$ cat config.mk
export PLATFORM = sky130hd
export DESIGN_NAME = alu_arbiter
export DESIGN_NICKNAME = d
export VERILOG_FILES = /design/src/rtl/alu_pkg.sv /design/src/rtl/alu_core.sv /design/src/rtl/alu_arbiter.sv
export SDC_FILE = /design/constraint.sdc
export NUM_CORES = 1
export LEC_CHECK = 0
export ABC_AREA = 0
export BUFFER_PORTS_ARGS = -buffer_cell sky130_fd_sc_hd__buf_4
export CORE_MARGIN = 1
export CORE_UTILIZATION = 54
export DETAILED_ROUTE_END_ITERATION = 8
export PLACE_DENSITY = 0.79
export SYNTH_ARGS = -nofsm -noshare
export SYNTH_HDL_FRONTEND = slang
export SYNTH_SLANG_ARGS = --single-unit
$ cat constraint.sdc
create_clock -name clk -period 3.1 [get_ports clk]
set_clock_uncertainty 0.05 [all_clocks]
set_input_delay 0.31 -clock clk [delete_from_list [all_inputs] [get_ports clk]]
set_output_delay 0.31 -clock clk [all_outputs]
set_load 0.02 [all_outputs]
$ cat src/rtl/alu_pkg.sv
// -----------------------------------------------------------------------------
// alu_pkg
// Shared definitions for the ALU arbiter slice.
//   - ALU_DATA_W : default operand/result width
//   - ALU_OP_W   : default opcode width
//   - OP_*       : ALU opcode encodings
//   - arb_state_e: arbiter FSM state encodings (ST_IDLE, ST_EXEC, ST_RESP)
// -----------------------------------------------------------------------------
package alu_pkg;

    localparam int ALU_DATA_W = 16;
    localparam int ALU_OP_W   = 3;

    localparam logic [2:0] OP_ADD = 3'b000;
    localparam logic [2:0] OP_SUB = 3'b001;
    localparam logic [2:0] OP_NOT = 3'b010;
    localparam logic [2:0] OP_SHL = 3'b011;
    localparam logic [2:0] OP_SHR = 3'b100;
    localparam logic [2:0] OP_AND = 3'b101;
    localparam logic [2:0] OP_OR  = 3'b110;
    localparam logic [2:0] OP_SLT = 3'b111;

    typedef enum logic [1:0] {
        ST_IDLE = 2'b00,
        ST_EXEC = 2'b01,
        ST_RESP = 2'b10
    } arb_state_e;

endpackage : alu_pkg

$ cat src/rtl/alu_core.sv
// -----------------------------------------------------------------------------
// alu_core
// Purely combinational ALU used in the arbiter's execute cycle.
// Ports:
//   op     input  OP_W    operation code (see alu_pkg OP_*)
//   a, b   input  DATA_W  operands
//   result output DATA_W  operation result
//   zero   output 1       result == 0
//   equal  output 1       a == b
// -----------------------------------------------------------------------------
module alu_core
    import alu_pkg::*;
#(
    parameter int DATA_W = ALU_DATA_W,
    parameter int OP_W   = ALU_OP_W
) (
    input  logic [OP_W-1:0]   op,
    input  logic [DATA_W-1:0] a,
    input  logic [DATA_W-1:0] b,
    output logic [DATA_W-1:0] result,
    output logic              zero,
    output logic              equal
);

    localparam int SH_W = $clog2(DATA_W);

    logic [SH_W-1:0] sh_amt_s;
    logic            sh_oversize_s;
    logic [DATA_W-1:0] result_s;

    // The full B value is compared so any shift of DATA_W or more clears the
    // result; below that bound the low bits are the exact shift distance.
    assign sh_amt_s      = b[SH_W-1:0];
    assign sh_oversize_s = (b >= DATA_W'(DATA_W));

    // Operation decode and evaluation.
    always_comb begin
        result_s = {DATA_W{1'b0}};
        case (op)
            OP_ADD: result_s = a + b;
            OP_SUB: result_s = a - b;
            OP_NOT: result_s = ~a;
            OP_SHL: begin
                if (sh_oversize_s) begin
                    result_s = {DATA_W{1'b0}};
                end else begin
                    result_s = a << sh_amt_s;
                end
            end
            OP_SHR: begin
                if (sh_oversize_s) begin
                    result_s = {DATA_W{1'b0}};
                end else begin
                    result_s = a >> sh_amt_s;
                end
            end
            OP_AND: result_s = a & b;
            OP_OR:  result_s = a | b;
            OP_SLT: result_s = {{(DATA_W-1){1'b0}}, (a < b)};
            default: result_s = {DATA_W{1'b0}};
        endcase
    end

    assign result = result_s;
    assign zero   = (result_s == {DATA_W{1'b0}});
    assign equal  = (a == b);

endmodule : alu_core

$ cat src/rtl/alu_arbiter.sv
// -----------------------------------------------------------------------------
// alu_arbiter
// Shares one ALU between two requesters (0: execute stage, 1: in-memory
// compute controller). Round-robin arbitration in IDLE, one execute cycle
// through alu_core, then a registered response held until accepted.
// Ports:
//   clk, rst                      clock, asynchronous active-high reset
//   req_valid[1:0], req_ready[1:0] per-requester handshake (ready is one-hot
//                                   or zero, combinational in IDLE)
//   req_op0/1, req_a0/1, req_b0/1 per-requester opcode and operands
//   rsp_valid, rsp_ready          response handshake
//   rsp_id, rsp_result            issuing requester and ALU result
//   rsp_zero, rsp_equal           result == 0, captured A == captured B
//   grant_cnt0/1                  saturating grant counters (only when the
//                                   ALU_ARB_STATS_EN macro is defined)
// -----------------------------------------------------------------------------
module alu_arbiter
    import alu_pkg::*;
#(
    parameter int DATA_W = ALU_DATA_W,
    parameter int OP_W   = ALU_OP_W
) (
    input  logic              clk,
    input  logic              rst,
    input  logic [1:0]        req_valid,
    output logic [1:0]        req_ready,
    input  logic [OP_W-1:0]   req_op0,
    input  logic [OP_W-1:0]   req_op1,
    input  logic [DATA_W-1:0] req_a0,
    input  logic [DATA_W-1:0] req_a1,
    input  logic [DATA_W-1:0] req_b0,
    input  logic [DATA_W-1:0] req_b1,
    output logic              rsp_valid,
    input  logic              rsp_ready,
    output logic              rsp_id,
    output logic [DATA_W-1:0] rsp_result,
    output logic              rsp_zero,
    output logic              rsp_equal
`ifdef ALU_ARB_STATS_EN
    ,
    output logic [15:0]       grant_cnt0,
    output logic [15:0]       grant_cnt1
`endif
);

    arb_state_e        state_r;
    arb_state_e        next_state_s;
    logic              ptr_r;
    logic              grant_s;
    logic              hs_s;
    logic [1:0]        req_ready_s;

    logic [OP_W-1:0]   op_r;
    logic [DATA_W-1:0] a_r;
    logic [DATA_W-1:0] b_r;
    logic              id_r;

    logic [DATA_W-1:0] alu_result_s;
    logic              alu_zero_s;
    logic              alu_equal_s;

    logic              rsp_valid_r;
    logic              rsp_id_r;
    logic [DATA_W-1:0] rsp_result_r;
    logic              rsp_zero_r;
    logic              rsp_equal_r;

    // Round-robin pick: a lone requester wins, a tie goes to the pointer.
    always_comb begin
        grant_s = 1'b0;
        if (req_valid == 2'b11) begin
            grant_s = ptr_r;
        end else if (req_valid[1]) begin
            grant_s = 1'b1;
        end else begin
            grant_s = 1'b0;
        end
    end

    // Next-state and handshake decode.
    always_comb begin
        next_state_s = state_r;
        req_ready_s  = 2'b00;
        hs_s         = 1'b0;
        case (state_r)
            ST_IDLE: begin
                if (req_valid != 2'b00) begin
                    // Ready is raised only towards the winner, so any valid
                    // winner completes the handshake this cycle.
                    hs_s         = 1'b1;
                    req_ready_s  = grant_s ? 2'b10 : 2'b01;
                    next_state_s = ST_EXEC;
                end else begin
                    next_state_s = ST_IDLE;
                end
            end
            ST_EXEC: begin
                next_state_s = ST_RESP;
            end
            ST_RESP: begin
                if (rsp_ready) begin
                    next_state_s = ST_IDLE;
                end else begin
                    next_state_s = ST_RESP;
                end
            end
            default: begin
                next_state_s = ST_IDLE;
            end
        endcase
    end

    // State register.
    always_ff @(posedge clk or posedge rst) begin
        if (rst) begin
            state_r <= ST_IDLE;
        end else begin
            state_r <= next_state_s;
        end
    end

    // Operand capture and pointer update on the request handshake.
    always_ff @(posedge clk or posedge rst) begin
        if (rst) begin
            op_r  <= {OP_W{1'b0}};
            a_r   <= {DATA_W{1'b0}};
            b_r   <= {DATA_W{1'b0}};
            id_r  <= 1'b0;
            ptr_r <= 1'b0;
        end else if (hs_s) begin
            op_r  <= grant_s ? req_op1 : req_op0;
            a_r   <= grant_s ? req_a1  : req_a0;
            b_r   <= grant_s ? req_b1  : req_b0;
            id_r  <= grant_s;
            ptr_r <= ~grant_s;
        end
    end

    alu_core #(
        .DATA_W (DATA_W),
        .OP_W   (OP_W)
    ) u_alu_core (
        .op     (op_r),
        .a      (a_r),
        .b      (b_r),
        .result (alu_result_s),
        .zero   (alu_zero_s),
        .equal  (alu_equal_s)
    );

    // Response registers: loaded at the end of EXEC, held through RESP.
    always_ff @(posedge clk or posedge rst) begin
        if (rst) begin
            rsp_valid_r  <= 1'b0;
            rsp_id_r     <= 1'b0;
            rsp_result_r <= {DATA_W{1'b0}};
            rsp_zero_r   <= 1'b0;
            rsp_equal_r  <= 1'b0;
        end else if (state_r == ST_EXEC) begin
            rsp_valid_r  <= 1'b1;
            rsp_id_r     <= id_r;
            rsp_result_r <= alu_result_s;
            rsp_zero_r   <= alu_zero_s;
            rsp_equal_r  <= alu_equal_s;
        end else if ((state_r == ST_RESP) && rsp_ready) begin
            rsp_valid_r  <= 1'b0;
        end
    end

    assign req_ready  = req_ready_s;
    assign rsp_valid  = rsp_valid_r;
    assign rsp_id     = rsp_id_r;
    assign rsp_result = rsp_result_r;
    assign rsp_zero   = rsp_zero_r;
    assign rsp_equal  = rsp_equal_r;

`ifdef ALU_ARB_STATS_EN
    logic [15:0] grant_cnt0_r;
    logic [15:0] grant_cnt1_r;

    // Saturating per-requester grant counters.
    always_ff @(posedge clk or posedge rst) begin
        if (rst) begin
            grant_cnt0_r <= 16'h0000;
            grant_cnt1_r <= 16'h0000;
        end else if (hs_s) begin
            if (!grant_s && (grant_cnt0_r != 16'hFFFF)) begin
                grant_cnt0_r <= grant_cnt0_r + 16'h0001;
            end
            if (grant_s && (grant_cnt1_r != 16'hFFFF)) begin
                grant_cnt1_r <= grant_cnt1_r + 16'h0001;
            end
        end
    end

    assign grant_cnt0 = grant_cnt0_r;
    assign grant_cnt1 = grant_cnt1_r;
`endif

endmodule : alu_arbiter
==> After elaboration in Yosys (flattened, before gate mapping) <==
Cells that the tools add are included.
{ "classes": {"n_lt_le_gt_ge": 2, "n_addsub": 2, "div_mod_pow": 0, "bitwise": 4, "eq_ne": 11, "muxes": 18, "n_shift": 2, "n_mul": 0, "n_reduce_logical": 6} }
{ "op_table": {"columns": ["cell", "n"], "rows": [
  ["$pmux 16 s8", 1],
  ["$mux 16", 4],
  ["$add 16x16->16", 1],
  ["$and 16x16->16", 1],
  ["$eq 16x16->1", 1],
  ["$ge 16x5->1 const B", 1],
  ["$logic_not 16->1", 1],
  ["$lt 16x16->1", 1],
  ["$not 16->16", 1],
  ["$or 16x16->16", 1],
  ["$shl 16x4->16", 1],
  ["$shr 16x4->16", 1],
  ["$sub 16x16->16", 1],
  ["$eq 3x3->1 const B", 4],
  ["$mux 2", 4],
  ["$mux 1", 7],
  ["$eq 3x2->1 const B", 2],
  ["$pmux 2 s3", 1],
  ["$eq 2x2->1 const B", 2],
  ["$reduce_bool 2->1", 2],
  ["$eq 3x1->1 const B", 1],
  ["$logic_not 3->1", 1],
  ["$mux 3", 1],
  ["$eq 2x1->1 const B", 1],
  ["other kinds (3)", 3]
]} }
{ "word_totals": {"out_inout_bits": 22, "latch_bits": 0, "memories": 0, "reg_bits": 59, "mem_bits_rw": 0, "mem_bits_ro": 0, "elab_cells": 56, "input_bits": 75} }

==> Depth between registers and ports, before layout <==
{ "depth": {"word_depth": 5, "ltp_mapped": 14, "mapped_depth_nobuf": 12} }

==> Cells and area by module <==
From an unflattened synthesis, not the netlist that was laid out.
{ "unflattened": {"hier_cells": 810, "area_unflattened_um2": 7165.6} }
{ "by_module_without_submodules": {"columns": ["module", "seq_area_each_um2", "n_inst", "cells_each", "area_each_um2"], "rows": [
  ["alu_core", 0.0, 1, 611, 4564.4],
  ["alu_arbiter", 1476.4, 1, 199, 2601.2]
]} }

==> Least setup slack after synthesis <==
OpenSTA, ideal clock, no wires.
{ "synth_timing": {"path_kind": "register to register", "startpoint": "reg b_r[0]", "endpoint": "reg rsp_zero_r (netlist: rsp_zero)", "n_path_buf": 3, "synth_period_minus_slack_ns": 3.029, "required_ns": 2.984, "slack_ns": 0.071, "path_stages_with_launch": 14, "arrival_time_ns": 2.913, "setup_ns": 0.066, "cell_sequence": "dfrtp_1 buf_6 buf_2 inv_1 buf_2 ha_1 mux2i_4 a2111oi_0 or4_4 nor3_2 and4_1 nand4_1 nor4_1 a32o_2"} }
{ "synth_via": {"elab_chain_len": 4, "elab_cells_between_ends": 12, "classes_between": "2 x add/sub; 2 x order compare; 2 x shift; 3 x mux; 2 x bitwise; 1 x reduce/logical"} }
{ "synth_lines": {"columns": ["element", "line", "source"], "rows": [
  ["start, declared", "alu_arbiter.sv:55", "logic [DATA_W-1:0] b_r;"],
  ["start signal, assigned", "alu_arbiter.sv:127", "b_r <= {DATA_W{1'b0}};"],
  ["start signal, assigned", "alu_arbiter.sv:133", "b_r <= grant_s ? req_b1 : req_b0;"],
  ["$ge 16x5->1, or another cell as far along", "alu_core.sv:34", "assign sh_oversize_s = (b >= DATA_W'(DATA_W));"],
  ["$mux 16, on equally long branches", "alu_core.sv:51, alu_core.sv:44", null],
  ["$pmux 16 s8 (*)", "alu_core.sv:39", "case (op)"],
  ["$logic_not 16->1 (*)", "alu_core.sv:65", "assign zero = (result_s == {DATA_W{1'b0}});"],
  ["end signal, assigned", "alu_arbiter.sv:163", "rsp_zero_r <= alu_zero_s;"],
  ["end, declared", "alu_arbiter.sv:65", "logic rsp_zero_r;"]
]} }
Mark *: on every way between the ends. The rest lies on a longest branch, timed or not.
A chain may end at the register's enable or synchronous reset.

==> Final worst setup path <==
{ "layout_timing": {"startpoint": "reg op_r[1]", "endpoint": "reg rsp_zero_r (netlist: rsp_zero)"} }
{ "layout_via": {"elab_chain_len": 3, "elab_cells_between_ends": 10, "classes_between": "7 x eq/ne; 1 x mux; 2 x reduce/logical"} }
{ "layout_lines": {"columns": ["element", "line", "source"], "rows": [
  ["start, declared", "alu_arbiter.sv:53", "logic [OP_W-1:0] op_r;"],
  ["start signal, assigned", "alu_arbiter.sv:125", "op_r <= {OP_W{1'b0}};"],
  ["start signal, assigned", "alu_arbiter.sv:131", "op_r <= grant_s ? req_op1 : req_op0;"],
  ["$eq 3x3->1, or another cell as far along", "alu_core.sv:39", null],
  ["$pmux 16 s8 (*)", "alu_core.sv:39", null],
  ["$logic_not 16->1 (*)", "alu_core.sv:65", null]
]} }
Marks and branches as above.

==> flow_summary.ini <==
[synthesis]
yosysWarningCount = 0
synthTopCellsByArea = dfrtp_1 (22%), ha_1 (9.2%), mux2i_1 (7.8%)
synth_seq_cells = 59
syn_nets = 938
synth-main-ff-cell = dfrtp_1
synth_area_per_cell_um2 = 8.191
synth.largest_area_cell = dfrtp_1
syn_inst = 812
yosysMostFrequentCell = nand2_1
syn-cell-area_um2 = 6651
synthDistinctLibCells = 82
synth.top_cells.by_count = nand2_1 (92), o21ai_0 (77), dfrtp_1 (59)
netlist.area_leader.share_pct = 22.20
yosysSeqAreaShare_pct = 22.20
synth_edf_count = 0
synthArstFlopShare_pct = 100.0

[clock_tree]
h-tree-depth = 3
clockRootBuffer = clkbuf_16
insertion_delay_ps = 340
clock_path_buffers = 2
clk_pin_slew_ps = 50
clock-sinks = 59
cts_buffers = 9
cts_tree = yes

[layout]
diodes = 0
area.growth.synth_to_final_pct = 37.13
seqCellArea_um2 = 1485
layout.nets = 1139
multiInputGateArea_um2 = 4975
fin_area_um2 = 9121
drive_gt1_share_pct = 36.18
fin_util_pct = 75.94
fillers = 879

[critical_path]
r2r_start = op_r[1]
critPathCaptureType = flop
worst_ep_required_time_ps = 3330
cp_cell_sequence = buf_4 > nand4bb_1 > buf_4 > a21oi_1 > o211ai_1 > o21ai_0 > a221oi_1 > o211ai_1 > a211oi_1 > and2_1 > a32o_2
cp-start-kind = flop
setup.worst_path.class = reg2reg
slowest_delay_ps = 600
reg2reg_slack_ps = 50
crit_path_max_fanout = 16
cp.arrival_ps = 3280
slowest_stage = dfrtp_1
r2r_cells = 11
r2r-end = rsp_zero

[timing]
max_slew.worst_pin.slew_ps = 720.8
relSlewSlack_pct = 51.85
rsz0062_at_grt = yes
fin_crit_sh_pct = 98.51
max_freq_mhz = 327.4
tns_ps = 0
hold_viol_final = 0
setup_violations = 0
period_minus_slack_ps = 3054
maxSlewViolCount = 0

[power]
seqPwrFrac_pct = 12.9
pwr-share-clk_pct = 8.9
ir_drop_uv = 892.5
p_comb_share_pct = 78.2
power.net_switching_uw = 6333
power_leakage_uw = 0.004240
p_sw_share_pct = 49.68
p_int_uw = 6416
p_per_area_nw_per_um2 = 1398

[detailed_routing]
ant_nets = 0
vias = 7564
drt_pass1_iterations = 6
post_drt_via_cell_ratio = 6.498
routed_wirelength_um = 26120
drt_iter0_drc = 932
drc_errors = 0
post_drt_wl_per_cell_um = 22.44

[min_path]
hold_path_class = in2reg
min_to = state_r[1]
hp-start = rsp_ready
worstHoldPathCells = 2

[floorplanning]
dieArea_um2 = 12770
initial_utilization_pct = 55.37
fp-row-count = 40
core-area_um2 = 12010
die_w_um = 113.0
dieHeight_um = 113.0
ioPinCount = 97

[run]
maxCapViolations = 0

[placement]
gp_congestion = 1.013
portBuffers = 96
placed_area_um2 = 8384
hpwl_um = 19970

[grt]
first_global_vias = 7432
grt_max_degree = 69
antenna_found_initial = 0
grt_overflow_total = 0
grt_pass1_wl_um = 40220
track_usage_pct = 41.44

[run_status]
status = completed
## metrics by stage
step	power (uW)	setup slack, ps	hold slack [ps]	std cells
after floorplan	6839	70.91	367.7	812
after detailed placement	10410	-88.56	342.7	1134
after global placement	10250	-22.38	306.0	1134
final	12750	46.05	130.0	1164
after global routing	13430	-60.96	131.1	1164
after CTS	11700	0.3011	126.6	1152
## kinds of logic (layout without fill, tap and decap cells)
logic type,after synthesis,count (layout),share of synthesized area (%)
xor+xnor,8,8,1.053
buf+inv,119,324,7.374
mux,83,83,17.25
simple gates,254,254,18.92
fa+ha+maj,51,51,9.819
compound gates,238,238,23.38
flops,59,59,22.20
## power groups by stage
stage | clock network (uW) | registers [uW] | logic, uW
global route | 1170 | 1670 | 10600
global placement | 0 | 1560 | 8690
detailed placement | 0 | 1590 | 8820
floorplan | 0 | 1580 | 5260
finish | 1140 | 1640 | 9960
CTS | 1140 | 1580 | 8980
## metal layers
metal / wire length, um / GRT usage (%) / vias to the layer above
met5: 0 / 0 / -
met4: 1328 / 22.98 / 0
met3: 2582 / 8.409 / 107
met2: 11820 / 64.73 / 520
met1: 10390 / 54.00 / 3554
li1: - / - / 3383
## registers in the layout, indices dropped and copies added (netlist names)
register,cells
op_r,3
a_r,16
b_r,16
rsp_id,1
rsp_zero,1
rsp_valid,1
ptr_r,1
state_r,2
id_r,1
rsp_result,16
rsp_equal,1
## area by class of cell
type / count / share of cell area [%]
well taps: 147 / 2.016
flip-flops and latches: 59 / 16.28
clock inverters: 6 / 1.152
repair buffers: 258 / 21.44
inverters: 51 / 2.099
clock buffers: 9 / 2.469
multi-input cells: 634 / 54.54
## placed cells by master (no fill, tap or decap), types with 12 or more instances in the layout
master / Yosys / routed
o211ai_1: 12 / 12
mux4_2: 17 / 17
a21oi_1: 45 / 40
o21ai_0: 77 / 72
dfrtp_1: 59 / 52
inv_1: 50 / 47
nor3_1: 26 / 21
nor2_1: 47 / 45
buf_4: 3 / 251
mux2i_1: 52 / 50
ha_1: 49 / 43
nand2_1: 92 / 91
## how the worst max path moves through the flow
stage                  from        to  slack (ps)  depth (start not counted)
floorplan            b_r[0]  rsp_zero          70                         13
CTS                 b_r[12]  rsp_zero         0.3                         10
detailed placement   b_r[0]  rsp_zero         -90                         10
global route         b_r[1]  rsp_zero         -60                         14
global placement     a_r[0]  rsp_zero         -20                         13
finish              op_r[1]  rsp_zero          50                         11
## critical path, delay by kind of cell, from the launching register on
| kind | cells | cell delay [ps] |
|---|---|---|
| AO/OA/AOI/OAI | 7 | 1430 |
| buffers and inverters | 2 | 520 |
| flip-flops | 1 | 600 |
| AND/OR/NAND/NOR | 2 | 380 |
## timing repair
action	4_1_cts	5_1_grt
setup endpoints to repair	1	7
endpoints found under the hold margin	21	0
hold buffers	1	0
gates resized for setup	7	66
pin swaps	2	20
gates cloned	0	1
buffers inserted	2	11
(Power assumes the default switching activity.)
